$ cat config.mk
export PLATFORM = sky130hd
export DESIGN_NAME = instruction_fetch
export DESIGN_NICKNAME = d
export VERILOG_FILES = /design/src/rtl/instruction_fetch.sv
export SDC_FILE = /design/constraint.sdc
export NUM_CORES = 1
export LEC_CHECK = 0
export CORE_MARGIN = 2
export CORE_UTILIZATION = 32
export DETAILED_ROUTE_END_ITERATION = 6
export PLACE_DENSITY = 0.7
export SYNTH_ARGS = -nofsm -noshare
export SYNTH_HDL_FRONTEND = slang
export SYNTH_SLANG_ARGS = --single-unit
$ cat constraint.sdc
create_clock -name clock -period 5.7 [get_ports clock]
set_input_delay 1.14 -clock clock [delete_from_list [all_inputs] [get_ports clock]]
set_output_delay 1.14 -clock clock [all_outputs]
set_load 0.01 [all_outputs]
$ cat src/rtl/instruction_fetch.sv
// Fetch stage: owns the PC and drives a 1-cycle-latency instruction memory, presenting instr/opcode/pc/valid to IF/ID.
// Latency 1 cycle fetch-to-output; stall holds the output via a one-entry buffer, branch squashes two cycles, HALT freezes fetch.
module instruction_fetch #(
    parameter int                    PC_WIDTH    = 8,
    parameter logic [PC_WIDTH-1:0]   RESET_PC    = '0,
    parameter logic [3:0]            HALT_OPCODE = 4'hF
) (
    input  logic                clock,
    input  logic                reset,
    input  logic                stall,
    input  logic                branch_taken,
    input  logic [PC_WIDTH-1:0] branch_target,
    output logic [PC_WIDTH-1:0] imem_addr,
    input  logic [19:0]         imem_rdata,
    output logic [19:0]         instruction,
    output logic [3:0]          opcode,
    output logic [PC_WIDTH-1:0] pc_out,
    output logic                valid,
    output logic                halted
);

    typedef enum logic [1:0] {ST_BOOT, ST_RUN, ST_HALTED} state_t;

    state_t              state_q, state_d;
    logic [PC_WIDTH-1:0] pc_q, pc_d;
    logic [PC_WIDTH-1:0] last_addr_q, last_addr_d;
    logic                squash_q, squash_d;
    logic                hold_valid_q, hold_valid_d;
    logic [19:0]         hold_instr_q, hold_instr_d;
    logic [PC_WIDTH-1:0] hold_pc_q, hold_pc_d;

    logic [19:0]         src_instr;
    logic [PC_WIDTH-1:0] src_pc;
    logic                out_vld;

    always_comb begin
        state_d      = state_q;
        pc_d         = pc_q;
        last_addr_d  = pc_q;
        squash_d     = 1'b0;
        hold_valid_d = hold_valid_q;
        hold_instr_d = hold_instr_q;
        hold_pc_d    = hold_pc_q;

        // The hold buffer, once loaded, shadows the memory so a stalled output never changes.
        src_instr = hold_valid_q ? hold_instr_q : imem_rdata;
        src_pc    = hold_valid_q ? hold_pc_q    : last_addr_q;
        out_vld   = (state_q == ST_RUN) && !squash_q && !branch_taken;

        if (branch_taken) begin
            pc_d         = branch_target;
            hold_valid_d = 1'b0;
            squash_d     = 1'b1;
            state_d      = ST_RUN;
        end else begin
            case (state_q)
                ST_BOOT: begin
                    pc_d    = pc_q + 1'b1;
                    state_d = ST_RUN;
                end
                ST_RUN: begin
                    if (stall) begin
                        if (out_vld && !hold_valid_q) begin
                            hold_valid_d = 1'b1;
                            hold_instr_d = src_instr;
                            hold_pc_d    = src_pc;
                        end
                    end else begin
                        pc_d         = pc_q + 1'b1;
                        hold_valid_d = 1'b0;
                        if (out_vld && (src_instr[19:16] == HALT_OPCODE)) begin
                            state_d = ST_HALTED;
                        end
                    end
                end
                default: begin
                end
            endcase
        end

        valid       = out_vld;
        instruction = out_vld ? src_instr : 20'b0;
        opcode      = instruction[19:16];
        pc_out      = out_vld ? src_pc : '0;
        halted      = (state_q == ST_HALTED);
        imem_addr   = pc_q;
    end

    always_ff @(posedge clock) begin
        if (reset) begin
            state_q      <= ST_BOOT;
            pc_q         <= RESET_PC;
            last_addr_q  <= RESET_PC;
            squash_q     <= 1'b0;
            hold_valid_q <= 1'b0;
            hold_instr_q <= 20'b0;
            hold_pc_q    <= '0;
        end else begin
            state_q      <= state_d;
            pc_q         <= pc_d;
            last_addr_q  <= last_addr_d;
            squash_q     <= squash_d;
            hold_valid_q <= hold_valid_d;
            hold_instr_q <= hold_instr_d;
            hold_pc_q    <= hold_pc_d;
        end
    end

endmodule

==> summary.md <==
| Metric | Value |
|---|---|
| Fin. Hold Viols | `0` |
| Vias in the first global route | `2068` |
| Synth Flop Type | `dfxtp_1` |
| Initial antenna violation count | `0` |
| Rel. slew slack | `16.6%` |
| Design Power | `0.000692 W` |
| Die Outline Area | `8270 µm²` |
| Total negative slack | `0 ns` |
| Num rows | `31` |
| CTS tree | `built` |
| Detailed Route WL | `6020 µm` |
| Clock sink count | `48` |
| Slew @ Worst Pin | `1.25 ns` |
| WP data required | `4.56 ns` |
| Max Cap Viol | `0` |
| Nets | `372` |
| Post-synth top cells | `dfxtp_1 (48), nor2_1 (41), nand3_1 (30), o21ai_0 (30), a21oi_1 (29)` |
| Layout cells sized above 1 | `5.00%` |
| Placed cells | `about 430` |
| Area delta synth->final | `31.5%` |
| Finished Layout Cells | `439` |
| WHS | `~0.46 ns` |
| YS warnings | `0` |
| Clock latency on the worst-skew pair | `0.30 ns` |
| Global-route wire length before repair | `9740 µm` |
| Post-synth ARST share | `0%` |
| Pin count of the biggest net entering global routing | `58` |
| Fin crit share | `80.5%` |
| Critical-path cell list | `clkdlybuf4s50_1, or4b_4, clkinv_4, clkdlybuf4s50_1` |
| Most common cell on crit path | `clkdlybuf4s50_1` |
| R2r setup slk | `roughly 3.5 ns` |
| Top-count cell post-synth | `dfxtp_1` |
| Post-CTS setup repair buffer count | `0` |
| Final antenna-violating net count | `0` |
| Post-synthesis average cell area | `8.36 µm²` |
| Final Util | `between 40% and 50%` |
| Post-synth EDFFs | `0` |
| Post-synth top area cell | `dfxtp_1` |
| Total number of vias | `around 2.2k` |
| DP HPWL | `~3900 µm` |
| Synth unique cells | `40` |
| Worst Setup End Kind | `primary output` |
| Startpoint types | `primary input` |
| Synth top area share | `39.8%` |
| Die Height | `90.9 µm` |
| Layout fillers | `764` |
| Clk slew on worst S/H paths | `around 0.080 ns` |
| CTS hold repair buffers | `0` |
| Power Density | `218 nW/µm²` |
| Diode count | `0` |
| Critical Path Slowest Stage Cell | `or4b_4` |
| CORE AREA | `7290 µm²` |
| GRT Util Overall | `about 14%` |
| DRT iter0 DRCs | `142` |
| Static leakage power | `1.02 nW` |
| RSZ-0062 raised after global routing | `no` |
| Worst VDD drop | `between 0.09 and 0.1 mV` |
| CTS root buffer | `clkbuf_8` |
| CTS Buffer Depth | `2` |
| H-tree levels | `2` |
| CP Class | `in -> out` |
| Crit path arrival time | `3.45 ns` |
| Initial Utilization | `between 30% and 40%` |
| Remaining DRCs | `0` |
| Final setup fails | `0` |
| Port bufs | `73` |
| CTS Buf Count | `5` |
| Worst Skew | `0.00529 ns` |
| Critical path's largest stage delay | `0.85 ns` |
| Area contributors post-synth | `dfxtp_1 (40%), mux2i_1 (12%), nor2_1 (6.4%), nand3_1 (6.2%), o21ai_0 (6.2%)` |
| Register bit total from synthesis | `48` |
| Final min period | `4.59 ns` |
| Post-cts sizing count | `0` |
| Vias per Instance | `5.08` |
| Count of pins over their slew limit | `0` |
| Worst min-delay path class | `reg -> reg` |
| Drt pass-1 iters | `4` |
| Post-Syn Area | `2420 µm²` |
| DR WL/cell | `13.7 µm` |
| Max frequency | `218 MHz` |
| Max FO, Critical Path | `57` |
| Synthesized Nets | `322` |
| Sequential fraction of the synthesis area | `39.8%` |
| Die X | `90.9 µm` |
| Ports | `74` |
| Status | `finished, final reports clean` |
| Gp weighted congestion | `0.763` |
| Grt ovf | `0` |
| Cells after Synth | `289` |
## sequential cells by signal (all words and copies together), names as in the netlist
| name | flops |
|---|---|
| hold_instr_q | 20 |
| hold_pc_q | 8 |
| hold_valid_q | 1 |
| imem_addr | 8 |
| last_addr_q | 8 |
| squash_q | 1 |
| state_q | 2 |
## cell type report
type	count	area (µm²)	share of cell area, %
multi-input cells	206	1250	39.3
flip-flops and latches	48	962	30.3
repair buffers	73	726	22.8
inverters	5	23.8	0.748
well taps	99	124	3.90
clock inverters	1	7.51	0.236
clock buffers	7	86.3	2.72
## logic make-up after synthesis
family	Yosys count	synth area share (%)
XOR/XNOR	1	0.362
AO/OA/AOI/OAI	78	19.3
buffers and inverters	35	8.70
multiplexers	28	11.6
AND/OR/NAND/NOR	98	19.8
adder cells (fa/ha/maj)	1	0.518
flip-flops	48	39.8
## final timing paths
| check | to | from | depth (start not counted) |
|---|---|---|---|
| worst max register to register | hold_pc_q[5] | hold_valid_q | 3 |
| worst min-delay path | hold_pc_q[3] | last_addr_q[3] | 2 |
| worst max-delay path | valid | branch_taken | 4 |
| worst min register to register | hold_pc_q[3] | last_addr_q[3] | 2 |
## power by group
| part | total [W] | internal, W | switching, W |
|---|---|---|---|
| registers | 0.000363 | 0.000348 | 0.0000152 |
| logic | 0.000117 | 0.0000605 | 0.0000569 |
| clock network | 0.000212 | 0.0000987 | 0.000113 |
## stage by stage
| stage | setup slack (ns) | area [µm²] |
|---|---|---|
| finish | 1.11 | 3180 |
| global route | 1.01 | 3180 |
| CTS | 1.11 | 3180 |
| detailed placement | 1.10 | 3080 |
| global placement | 1.13 | 3080 |
| floorplan | 1.97 | 2420 |
## critical path: cells and delay by family
family        cells  cell delay (ns)
buf+inv           3             1.45
simple gates      1             0.85
## routing by layer
layer	GRT usage, %	wire length, µm	part of all wire, %	vias up
met5	0	0	0	-
met4	3.66	59	0.98	0
met3	3.42	228	3.8	7
met2	24.1	2890	48	53
met1	18.1	2850	47	1049
li1	-	-	-	1123
## layout by cell type, fill, tap and decap left out, types with 2 or more instances in the layout
cell type and n:
a211oi_1 2, a21oi_1 29, a311oi_1 6, clkbuf_8 6, clkdlybuf4s50_1 72, dfxtp_1 47
inv_1 4, mux2i_1 28, nand2_1 3, nand2b_1 2, nand3_1 30, nand4_1 3
nor2_1 41, nor2b_1 8, o21ai_0 30, o31ai_1 2, or3_1 2, or4_1 2
(Power assumes the default switching activity.)
